--- src/rtl/mem_arbiter.sv ---
// Single-port memory arbiter: CPU priority, DMA forced into short bursts after STARVE_MAX denials.
// Grants and memory drive are combinational; read data returns next cycle; a losing CPU sees cpu_stall_o.
module mem_arbiter #(
   parameter int ADDR_W     = 32,
   parameter int DATA_W     = 32,
   parameter int STARVE_MAX = 4,
   parameter int BURST      = 2
) (
   input  logic              clk_i,
   input  logic              rst_ni,
   input  logic              cpu_req_i,
   input  logic              cpu_we_i,
   input  logic [ADDR_W-1:0] cpu_addr_i,
   input  logic [DATA_W-1:0] cpu_wdata_i,
   output logic              cpu_stall_o,
   output logic [DATA_W-1:0] cpu_rdata_o,
   output logic              cpu_rvalid_o,
   input  logic              dma_req_i,
   input  logic              dma_we_i,
   input  logic [ADDR_W-1:0] dma_addr_i,
   input  logic [DATA_W-1:0] dma_wdata_i,
   output logic              dma_gnt_o,
   output logic [DATA_W-1:0] dma_rdata_o,
   output logic              dma_rvalid_o,
   output logic              mem_en_o,
   output logic              mem_we_o,
   output logic [ADDR_W-1:0] mem_addr_o,
   output logic [DATA_W-1:0] mem_wdata_o,
   input  logic [DATA_W-1:0] mem_rdata_i
);

   typedef enum logic {NORMAL = 1'b0, DMA_BURST = 1'b1} state_e;

   localparam logic [3:0] STARVE_MAX_C = 4'(STARVE_MAX);
   localparam logic [2:0] BURST_C      = 3'(BURST);

   state_e      state_q, state_d;
   logic [3:0]  starve_q, starve_d;
   logic [2:0]  beat_q, beat_d;
   logic        cpu_rd_q, cpu_rd_d;
   logic        dma_rd_q, dma_rd_d;
   logic        cpu_gnt, dma_gnt;

   always_comb begin
      state_d = state_q;
      beat_d  = beat_q;
      cpu_gnt = 1'b0;
      dma_gnt = 1'b0;
      if (state_q == DMA_BURST && dma_req_i && beat_q < BURST_C) begin
         dma_gnt = 1'b1;
         beat_d  = beat_q + 3'd1;
      end else if (dma_req_i && starve_q == STARVE_MAX_C) begin
         // Starvation limit reached: this cycle is the first beat of a forced burst.
         dma_gnt = 1'b1;
         state_d = DMA_BURST;
         beat_d  = 3'd1;
      end else begin
         state_d = NORMAL;
         beat_d  = 3'd0;
         cpu_gnt = cpu_req_i;
         dma_gnt = dma_req_i & ~cpu_req_i;
      end
      if (!rst_ni) begin
         cpu_gnt = 1'b0;
         dma_gnt = 1'b0;
      end
   end

   always_comb begin
      starve_d = starve_q;
      if (dma_gnt || !dma_req_i) begin
         starve_d = 4'd0;
      end else if (starve_q != STARVE_MAX_C) begin
         starve_d = starve_q + 4'd1;
      end
      cpu_rd_d = cpu_gnt & ~cpu_we_i;
      dma_rd_d = dma_gnt & ~dma_we_i;
   end

   always_comb begin
      mem_we_o    = 1'b0;
      mem_addr_o  = '0;
      mem_wdata_o = '0;
      if (cpu_gnt) begin
         mem_we_o    = cpu_we_i;
         mem_addr_o  = cpu_addr_i;
         mem_wdata_o = cpu_wdata_i;
      end else if (dma_gnt) begin
         mem_we_o    = dma_we_i;
         mem_addr_o  = dma_addr_i;
         mem_wdata_o = dma_wdata_i;
      end
   end

   always_ff @(posedge clk_i or negedge rst_ni) begin
      if (!rst_ni) begin
         state_q  <= NORMAL;
         starve_q <= 4'd0;
         beat_q   <= 3'd0;
         cpu_rd_q <= 1'b0;
         dma_rd_q <= 1'b0;
      end else begin
         state_q  <= state_d;
         starve_q <= starve_d;
         beat_q   <= beat_d;
         cpu_rd_q <= cpu_rd_d;
         dma_rd_q <= dma_rd_d;
      end
   end

   assign mem_en_o     = cpu_gnt | dma_gnt;
   assign dma_gnt_o    = dma_gnt;
   assign cpu_stall_o  = cpu_req_i & ~cpu_gnt;
   assign cpu_rvalid_o = cpu_rd_q;
   assign dma_rvalid_o = dma_rd_q;
   // Read data is gated by the owner tag so every output is quiet while reset holds the tag empty.
   assign cpu_rdata_o  = cpu_rd_q ? mem_rdata_i : '0;
   assign dma_rdata_o  = dma_rd_q ? mem_rdata_i : '0;

endmodule

--- config.mk ---
export PLATFORM = sky130hd
export DESIGN_NAME = mem_arbiter
export DESIGN_NICKNAME = d
export VERILOG_FILES = /design/src/rtl/mem_arbiter.sv
export SDC_FILE = /design/constraint.sdc
export NUM_CORES = 1
export LEC_CHECK = 0
export BUFFER_PORTS_ARGS = -buffer_cell sky130_fd_sc_hd__buf_2
export CAP_MARGIN = 20
export CORE_AREA = 2 2 115 117
export CTS_BUF_LIST = sky130_fd_sc_hd__clkbuf_4 sky130_fd_sc_hd__clkbuf_8
export DETAILED_ROUTE_END_ITERATION = 8
export DIE_AREA = 0 0 117 119
export MAX_ROUTING_LAYER = met4
export RECOVER_POWER = 50
export SYNTH_ARGS = -nofsm -noshare
export SYNTH_HDL_FRONTEND = slang
export SYNTH_SLANG_ARGS = --single-unit
--- constraint.sdc ---
create_clock -name clk_i -period 1.7 [get_ports clk_i]
set_input_delay 0.085 -clock clk_i [delete_from_list [all_inputs] [get_ports clk_i]]
set_output_delay 0.085 -clock clk_i [all_outputs]
set_load 0.02 [all_outputs]
# Word level (Yosys, flattened, before mapping)
# Index checks and enable logic that the tools add are counted.
totals:
  ff_bits: 10
  elab_cells: 44
  inputBits: 166
op_classes:
  mux: 19
  eq_ne: 2
  bitwise: 9
  addsub: 2
  order_cmp: 1
  reduce_logical: 6
ops:
  columns: ["operator", "n"]
  rows:
  - ["two-way mux 32 bit", 6]
  - ["two-way mux 1 bit", 10]
  - ["two-way mux 4 bit", 2]
  - ["adder 4 x 1 -> 4 bit (second input constant)", 1]
  - ["AND 1 bit", 4]
  - ["equality test 4 x 3 -> 1 bit (second input constant)", 1]
  - ["inequality test 4 x 3 -> 1 bit (second input constant)", 1]
  - ["inverter 1 bit", 4]
  - ["adder 3 x 1 -> 3 bit (second input constant)", 1]
  - ["logical AND 1 bit", 3]
  - ["< comparator 3 x 2 -> 1 bit (second input constant)", 1]
  - ["two-way mux 3 bit", 1]
  - ["nonzero test 2 bit", 1]
  - ["zero test 1 bit", 1]
  - ["logical OR 1 bit", 1]
  - ["bitwise OR 1 bit", 1]

# Depth between registers and ports, before layout
# Gate-level depths: netlist of the first run.
depth:
  word_depth: 7
  ltp_mapped: 8

# Least setup slack after synthesis of the first run
# Ideal clock, no wire load.
synth_path:
  kind: "flip-flop to output port"
  startpoint: "reg starve_q[0]"
  endpoint: "out mem_addr_o[12]"
  path_slack_ps: -66
  path_stages_with_launch: 7
  n_path_buf: 1
  t_arrival_ps: 1681
  t_required_ps: 1615
  cell_sequence: "dfrtp_1 inv_1 ha_1 nand3b_1 a31oi_4 buf_6 a22o_1"
synth_between:
  elab_chain_len: 7
  elab_cells_between_ends: 10
  cone_classes: "eq/ne (1); mux (8); reduce/logical (1)"
synth_lines:
  columns: ["element", "line", "text"]
  rows:
  - ["from (decl)", "38", "logic [3:0] starve_q, starve_d;"]
  - ["from (signal assigned)", "104", "starve_q <= starve_d;"]
  - ["equality test 4 x 3 -> 1 bit", "52", "end else if (dma_req_i && starve_q == STARVE_MAX_C) begin"]
  - ["logical AND 1 bit", "52", null]
  - ["two-way mux 1 bit", "52", null]
  - ["two-way mux 1 bit", "49", "if (state_q == DMA_BURST && dma_req_i && beat_q < BURST_C) begin"]
  - ["two-way mux 1 bit", "63", "if (!rst_ni) begin"]
  - ["via dma_gnt_o", "22", "output logic dma_gnt_o,"]
  - ["two-way mux 32 bit", "88", "end else if (dma_gnt) begin"]
  - ["two-way mux 32 bit", "84", "if (cpu_gnt) begin"]
  - ["to (decl)", "27", "output logic [ADDR_W-1:0] mem_addr_o,"]
# The timed path passes the listed nets, and every way through them passes these cells.

# Worst setup path after layout of the first run
layout_path:
  startpoint: "reg starve_q[1]"
  endpoint: "out mem_en_o"
layout_between:
  elab_chain_len: 6
  elab_cells_between_ends: 9
  cone_classes: "eq/ne (1); mux (6); bitwise (1); reduce/logical (1)"
layout_lines:
  columns: ["element", "line", "text"]
  rows:
  - ["equality test 4 x 3 -> 1 bit (*)", "52", null]
  - ["logical AND 1 bit (*)", "52", null]
  - ["two-way mux 1 bit", "52", null]
  - ["two-way mux 1 bit", "49", null]
  - ["two-way mux 1 bit", "63", null]
  - ["bitwise OR 1 bit (*)", "111", "assign mem_en_o = cpu_gnt | dma_gnt;"]
  - ["to (decl)", "25", "output logic mem_en_o,"]
# Every way passes the cells marked *; elsewhere a longest branch is shown, timed or not.

==> results of run 1 <==
-- power by group through the flow --
stage | clock (mW) | combinational (mW) | sequential (mW)
2_1_floorplan | 0 | 0.667 | 0.283
3_3_place_gp | 0 | 1.16 | 0.277
3_5_place_dp | 0 | 1.16 | 0.277
4_1_cts | 0.311 | 1.41 | 0.273
5_1_grt | 0.327 | 1.60 | 0.276
6_report | 0.306 | 1.50 | 0.273
-- cells in the final DEF (no fill, tap or decap), types with 2 or more instances in the layout --
| master | synthesis | layout |
|---|---|---|
| buf_2 | 0 | 209 |
| dfrtp_1 | 10 | 10 |
| nand3_1 | 2 | 2 |
| mux2i_1 | 3 | 3 |
| clkbuf_8 | 0 | 4 |
| clkbuf_1 | 10 | 25 |
| clkbuf_2 | 0 | 2 |
| clkbuf_16 | 0 | 5 |
| a22o_1 | 65 | 26 |
| and2_1 | 66 | 61 |
| and2_0 | 0 | 5 |
| buf_12 | 0 | 4 |
| nor3_4 | 0 | 2 |
| a22o_4 | 0 | 39 |
| xnor2_1 | 2 | 2 |
| nand2_1 | 2 | 2 |
| inv_1 | 3 | 3 |
| buf_6 | 11 | 73 |
| buf_16 | 0 | 4 |
| ha_1 | 3 | 2 |
| buf_4 | 0 | 15 |
-- sequential cells by signal (all words and copies together) (netlist names) --
name,flops
state_q,1
dma_rvalid_o,1
beat_q,3
starve_q,4
cpu_rvalid_o,1
-- worst max-delay path: cells and delay by family (launching register included) --
family        cells  cell delay [ns]
buf+inv           3             0.39
fa+ha+maj         1             0.18
simple gates      3             0.71
flops             1             0.38
-- final timing paths --
kind	end	slack, ns	cells past startpoint
max in group asynchronous	beat_q[2]	0.72	3
max	mem_en_o	-0.29	7
min reg2reg	beat_q[0]	0.46	1
min in group asynchronous	starve_q[0]	0.36	2
min	cpu_rvalid_o	0.01	2
max reg2reg	starve_q[2]	-0.07	9
-- logic make-up after synthesis --
group / count (synthesis)
xor gates and xnor gates: 2
and+or+nand+nor: 82
AOI/OAI and AO/OA: 69
muxes: 3
buffers and inverters: 24
DFF: 10
adders and majority gates: 3
-- final cells by class --
cell class | instances | area (um2)
Tap cell | 176 | 220
Antenna cell | 1 | 2.50
Clock buffer | 4 | 55.1
Inverter | 3 | 11.3
Multi-Input combinational cell | 159 | 1600
Fill cell | 1354 | 8310
Sequential cell | 10 | 250
Timing Repair Buffer | 339 | 2420
-- per-layer routing --
| layer | track usage, % | share of wire [%] |
|---|---|---|
| met1 | 15.9 | 36 |
| met2 | 29.2 | 54 |
| met3 | 1.48 | 8.0 |
| met4 | 3.90 | 2.6 |
| met5 | - | 0 |
-- metrics by stage --
| stage | std cells | hold slack (ns) |
|---|---|---|
| 6_report | 692 | 0.0144 |
| 5_1_grt | 692 | 0.0169 |
| 4_1_cts | 682 | 0.0132 |
| 3_5_place_dp | 668 | -0.0612 |
| 3_3_place_gp | 668 | -0.0633 |
| 2_1_floorplan | 193 | -0.211 |
-- what timing repair did --
action | CTS | global route
setup buffers | 5 | 4
endpoints found under the setup margin | 71 | 71
hold endpoints to repair | 10 | 0
gates resized for setup | 130 | 29
pin swaps | 4 | 58
hold buffers | 1 | 0
gates cloned | 4 | 5
==> qor.yml, run 1 <==
clk_latency_ns: 0.24
setup_slack_ns: -0.292
yosys.area_share.adder_pct: 2.28
switching_share_pct: 39.2
drcViolationCount: 0
dp_hpwl_um: 8950
worstSetupEndpointType: "primary output"
synthMuxAreaShare_pct: 1.83
finalSetupTns_ns: -16.46
power.switching_mw: 0.817
syn_avg_cell_area_um2: 8.52
fin_skew_ns: 0.00592
routed-via-count: 2871
async_flop_share_pct: 100
synthTopCellsByArea: "a22o_1, and2_1, dfrtp_1"
synth_fp_nets: 362
netlist.area_leader.share_pct: 34.6
rsz0062_at_grt: "yes"
ys_ff_latch: 10
fin_crit_sh_pct: 117
synth_compound_area_share_pct: 37.2
synthTopCellsByCount: "and2_1, a22o_1, buf_6, clkbuf_1, dfrtp_1"
worstPathCellList: "inv_1, ha_2, nand4b_1, and4b_4, buf_12, or2_2, buf_2"
p_comb_share_pct: 72.2
power.share.sequential_pct: 13.1
area_growth_syn_to_layout_pct: 178
dr.pass1.iters: 4
hold_viol_final: 0
io_pins: 300
synth_xor_area_share_pct: 1.07
synth_flop_cell: "dfrtp_1"
hold_path.class: "in -> reg"
drt_wl_total_um: 11600
grt_pass1_wl_um: 15400
wl_per_cell_um: 16.7
maxCapViolations: 0
p_total_mw: 2.08
place_area_mm2: 0.00371
final_nets: 685
startpoint_type: "flop"
clk_path_buf_depth: 2
tightestPinTransition_ns: 0.502
final_area_mm2: 0.00456
status: "complete, but fails checks"
p_clk_share_pct: 14.7
slew_violations: 0
cp.arrival_ns: 1.91
yosys_warnings: 0
leakage_nw: 2.52
h-tree-depth: 1
cts.clk_slew.worst_paths_ns: 0.05
seq_area_frac_synth_pct: 15.2
grt_pass1_vias: 2757
finalSetupViolCount: 71
yosysMostFrequentCell: "and2_1"
antenna_left: 0
cts_tree: "yes"
placementRows: 42
cp_max_fo: 15
power.density_mw_per_mm2: 457
min_period_ns: 1.99
gp_congestion: 0.763
fp.dieW_um: 117
violations: "setup timing"
synthSimpleGateAreaFrac_pct: 31.9
grt.total_usage_pct: 15.0
fin_util_pct: 35.4
synth_edf_count: 0
drt_iter0_markers: 51
required_ns: 1.62
crit_start: "starve_q[1]"
avgViaCountPerCell: 4.15
synth_area_leader_cell: "a22o_1"
grt_max_degree: 34
crit_slowest_cell: "dfrtp_1"
core_area_mm2: 0.0129
antenna_found_initial: 1
timing.slew.headroom_pct: 66.5
ir_worst_vdd_mv: 0.243
synth_area_mm2: 0.00164
synth_top_family_by_area: "compound AO/OA/AOI/OAI gates"
critical_path_class: "reg -> out"
max_freq_ghz: 0.502
internal_power_mw: 1.27
min_from: "cpu_we_i"
slowest_delay_ns: 0.38
clock-sinks: 10
die_height_um: 119
cts-root-buf: "clkbuf_8"
dp_slack_ns: -0.173
reg2reg_from: "starve_q[1]"
synth_cell_types: 25
io_buffers: 299
overflow: 0
dieArea_mm2: 0.0139
drive_gt1_share_pct: 70.9
synth_cells: 193
cts_buffers: 3
initial_core_util_pct: 12.8
Note: power is estimated with default switching activity, not from simulation.
==> inputs of run 2 (changes only) <==
Settings changed: CAP_MARGIN 20 to unset, GPL_TIMING_DRIVEN set to 0.
==> run 2 against run 1 <==
Compared with the run above: the flow still finishes with violations (setup timing); maximum frequency decreased by 4.6%; clock skew is 0.0036 ns lower; final cell count is the same; total power down 2.1%; non-clock buffer count grew 1; critical endpoint is now mem_addr_o[3]; utilization fell by 1.3 points; setup slack got worse by 0.096 ns; critical path type unchanged; flip-flop and latch count is the same; largest power group unchanged; via count down 2.6%; die area unchanged; critical path depth up 2; design area is 3.8% lower.
==> qor.yml, run 2 (same netlist as run 1, synthesis figures left out) <==
hold_viol_final: 0
cp_num_buf_inv: 5
initial_core_util_pct: 12.8
startpoint_type: "flop"
slew_violations: 0
layout_commonest_cell: "buf_2"
final_cell_mix: "buf_2, and2_1, buf_6, a22o_4, a22o_1"
avgViaCountPerCell: 4.04
max_freq_ghz: 0.479
endpoint: "mem_addr_o[3]"
r2r_slack_ns: -0.14
ir_worst_vdd_mv: 0.202
cp_max_fo: 10
antenna_found_initial: 0
io_pins: 300
finalSetupTns_ns: -22.93
largest_reg_flops: 4
maxCapViolations: 0
crit_slowest_cell: "dfrtp_1"
grt_util_met3_pct: 0.916
place_area_mm2: 0.00368
final_area_mm2: 0.00439
grt_pass1_vias: 2682
dp_slack_ns: -0.414
clk_latency_ns: 0.24
hold_path.class: "in -> reg"
top_usage_layer: "met2"
fin_util_pct: 34.1
ff2ff_path_depth: 10
drcViolationCount: 0
core_area_mm2: 0.0129
crit_cells: 9
overflow: 0
status: "complete, but fails checks"
tightestPinTransition_ns: 0.484
clock-sinks: 10
setup_slack_ns: -0.388
cts_buffers: 3
leakage_nw: 2.48
reg2reg_from: "starve_q[1]"
regMostFlops: "starve_q"
min_period_ns: 2.09
crit_start: "starve_q[1]"
cp.arrival_ns: 2.00
use_met1_pct: 15.5
worstSetupEndpointType: "primary output"
cts-root-buf: "clkbuf_8"
power.density_mw_per_mm2: 464
dp_hpwl_um: 8980
h-tree-depth: 1
cp_top_family: "buffers and inverters"
gp_congestion: 0.839
reg_top3: "starve_q (4), beat_q (3)"
routed-via-count: 2795
grt.total_usage_pct: 14.4
rr_endpoint: "cpu_rvalid_o"
slowest_delay_ns: 0.39
io_buffers: 299
rsz0062_at_grt: "yes"
drt_wl_total_um: 10900
worstPathCellList: "inv_2, ha_4, nand4b_1, and4b_1, buf_6, buf_12, buf_12, a22o_4, buf_6"
area_growth_syn_to_layout_pct: 167
fin_crit_sh_pct: 123
antenna_cells: 0
grt_pass1_wl_um: 14600
cts_tree: "yes"
fp.dieW_um: 117
dp.cells: 668
grt.met2_usage_pct: 28.2
timing.slew.headroom_pct: 67.6
final_cells: 692
antenna_left: 0
critical_path_class: "reg -> out"
drive_gt1_share_pct: 71.7
p_total_mw: 2.04
dieArea_mm2: 0.0139
cts.clk_slew.worst_paths_ns: 0.05
final_nets: 686
clk_path_buf_depth: 2
wl_per_cell_um: 15.7
fin_skew_ns: 0.00229
hold_slack_ns: 0.0129
placementRows: 42
grt_max_degree: 11
violations: "setup timing"
required_ns: 1.62
dr.pass1.iters: 4
drt_iter0_markers: 60
die_height_um: 119
finalSetupViolCount: 69
run 2: cell count changes in the layout (fill, tap and decap cells not counted), sizes merged:
cell    delta
buf        +6
clkbuf     -5
diode      -1
run 2: layout make-up:
type	instances	area [um2]
inverters	3	11.3
flip-flops and latches	10	250
fillers	1358	8480
well taps	176	220
clock buffers	4	55.1
plain buffers	21	251
multi-input cells	159	1590
repair buffers	319	2010
run 2: worst register-to-register path, delay by kind of cell (launching register included):
kind | cells | cell delay [ns]
buffers and inverters | 6 | 0.69
AND/OR/NAND/NOR | 3 | 0.49
adder cells (fa/ha/maj) | 1 | 0.14
flip-flops | 1 | 0.39
run 2: timing repair:
item | in CTS | in global routing
gates cloned | 1 | 1
buffers inserted | 19 | 4
hold endpoints to repair | 10 | 0
pin swaps | 8 | 10
resized for setup | 105 | 41
hold buffers | 1 | 0
setup endpoints to repair | 73 | 74
run 2: worst min path at each step:
stage / start / endpoint / depth (start not counted)
final: cpu_we_i / cpu_rvalid_o / 2
after global routing: cpu_we_i / cpu_rvalid_o / 2
after CTS: cpu_we_i / cpu_rvalid_o / 2
after detailed placement: rst_ni / starve_q[0] / 1
after global placement: rst_ni / starve_q[3] / 1
after floorplan: rst_ni / beat_q[0] / 0
run 2: layer usage:
layer,share of wire [%],routed length [um]
met1,38,4090
met2,54,5870
met3,6.9,747
met4,1.5,159
met5,0,0
run 2: power breakdown:
group          switching [mW]  internal (mW)  total, mW
Clock                  0.0973          0.204      0.301
Combinational           0.690          0.768       1.46
Sequential             0.0195          0.260      0.280
Total                   0.807           1.23       2.04
==> inputs of run 3 (changes only) <==
Clock period 1.7 ns to 2.2 ns, I/O delays scaled along.
==> run 3 against run 2 <==
Compared with the run above: the flow now finishes without violations; combinational power shrank 46%; via count shrank 2.1%; final cell count shrank 2.2%; hold slack gained 0.027 ns.
==> qor.yml, run 3 (same netlist as run 1, synthesis figures left out) <==
status: "finished, final reports clean"
min_period_ns: 2.09
slew_violations: 0
dieArea_mm2: 0.0139
grt_pass1_wl_um: 12000
finalSetupViolCount: 0
met2_length_um: 4460
io_buffers: 299
highest_layer: "met4"
avgViaCountPerCell: 4.04
drt_wl_total_um: 8800
grt_pass1_vias: 2481
p_clk_share_pct: 18.7
overflow: 0
critical_path_class: "reg -> out"
gp_congestion: 0.815
drt_iter0_markers: 68
antenna_found_initial: 0
die_height_um: 119
hold_path.class: "in -> reg"
dr_wl_met3_um: 806
clock-sinks: 10
core_area_mm2: 0.0129
worstPathCellList: "inv_1, ha_1, nand4b_1, and4b_1, buf_6, buf_6, buf_6, a22o_1, buf_2"
largest_reg_flops: 4
min_from: "cpu_we_i"
timing.slew.headroom_pct: 78.3
fin_skew_ns: 0.00595
hold_viol_final: 0
startpoint_type: "flop"
r2r_slack_ns: 0.58
cts.clk_slew.worst_paths_ns: 0.05
rsz0062_at_grt: "no"
regMostFlops: "starve_q"
cts_tree: "yes"
io_pins: 300
required_ns: 2.09
antenna_cells: 0
initial_core_util_pct: 12.8
area_growth_syn_to_layout_pct: 108
leakage_nw: 2.01
power.switching_mw: 0.524
ir_worst_vdd_mv: 0.162
h-tree-depth: 1
dp_hpwl_um: 7560
power.share.sequential_pct: 17.6
hold_slack_ns: 0.0400
fp.dieW_um: 117
grt.total_usage_pct: 11.3
slowest_delay_ns: 0.41
crit_cells: 9
clk_latency_ns: 0.24
grt_max_degree: 14
cp_max_fo: 10
cp_num_buf_inv: 5
cp.arrival_ns: 1.98
fin_crit_sh_pct: 94.9
drcViolationCount: 0
p_total_mw: 1.24
internal_power_mw: 0.714
power.density_mw_per_mm2: 361
worstSetupEndpointType: "primary output"
crit_slowest_cell: "dfrtp_1"
cts_buffers: 3
tightestPinTransition_ns: 0.325
final_nets: 671
drt-met1-wl_um: 3480
fin_util_pct: 26.6
cts-root-buf: "clkbuf_8"
layout_commonest_cell: "buf_2"
ff2ff_path_depth: 8
dr.pass1.iters: 4
routed-via-count: 2737
rr_endpoint: "cpu_rvalid_o"
wl_per_cell_um: 13.0
placementRows: 42
reg2reg_from: "starve_q[0]"
maxCapViolations: 0
crit_start: "starve_q[0]"
endpoint: "mem_addr_o[4]"
clk_path_buf_depth: 2
antenna_left: 0
num-fill-cells: 1454
p_comb_share_pct: 63.7
switching_share_pct: 42.3
max_freq_ghz: 0.479
cp_top_family: "buffers and inverters"
reg_top3: "starve_q (4), beat_q (3)"
cp_common_cell: "buf_6"
drive_gt1_share_pct: 57.7
final_cell_mix: "buf_2, a22o_1, clkbuf_1, and2_1, and2_0"
-- run 3: cell count changes in the layout (fill, tap and decap cells not counted), sizes merged --
cell,change
buf,-34
clkbuf,+19
-- run 3: per-layer routing --
metal  vias to the layer above  GRT usage, %
met1                      1202          12.6
met4                         0          1.76
met5                         -             -
li1                       1327             -
met3                         5          1.02
met2                       203          21.8
-- run 3: power groups by stage --
| stage | clock, mW | sequential (mW) | combinational (mW) |
|---|---|---|---|
| 3_3_place_gp | 0 | 0.223 | 0.776 |
| 5_1_grt | 0.252 | 0.221 | 0.855 |
| 6_report | 0.231 | 0.218 | 0.789 |
| 4_1_cts | 0.239 | 0.220 | 0.791 |
| 2_1_floorplan | 0 | 0.219 | 0.441 |
| 3_5_place_dp | 0 | 0.223 | 0.774 |
-- run 3: worst min path at each step --
stage / to / slack (ns) / cells past startpoint
2_1_floorplan: beat_q[0] / -0.19 / 0
3_3_place_gp: beat_q[1] / -0.002 / 1
3_5_place_dp: beat_q[1] / -0.002 / 1
4_1_cts: cpu_rvalid_o / 0.04 / 2
5_1_grt: cpu_rvalid_o / 0.04 / 2
6_report: cpu_rvalid_o / 0.04 / 2
-- run 3: timing repair --
action	in CTS	in global routing
endpoints found under the setup margin	67	10
pin swaps	1	2
setup buffers	3	1
hold buffers	1	0
gates resized for setup	4	3
endpoints found under the hold margin	10	0
-- run 3: area by class of cell --
class                           count  area, um2  area share (%)
Inverter                            3       11.3           0.329
Timing Repair Buffer              304       1500            43.8
Multi-Input combinational cell    159       1220            35.6
Buffer                             21        166            4.86
Tap cell                          176        220            6.43
Clock buffer                        4       55.1            1.61
Sequential cell                    10        250            7.30
-- run 3: worst register-to-register path: stages (launching register included) --
cell	delay (ns)
dfrtp_1	0.41
inv_1	0.07
ha_1	0.17
nand4b_1	0.12
and4b_1	0.20
buf_6	0.13
buf_6	0.14
buf_6	0.14
nor2b_1	0.13
-- run 3: per-stage QoR --
| stage | TNS, ns | worst slack (ns) | cells | cell area (um2) |
|---|---|---|---|---|
| after floorplan | 0 | 0.409 | 193 | 1640 |
| after global placement | -0.287 | -0.0825 | 668 | 3360 |
| after detailed placement | -0.220 | -0.0693 | 668 | 3360 |
| after CTS | 0 | 0.0637 | 676 | 3470 |
| after global routing | 0 | 0.00619 | 677 | 3430 |
| final | 0 | 0.113 | 677 | 3430 |
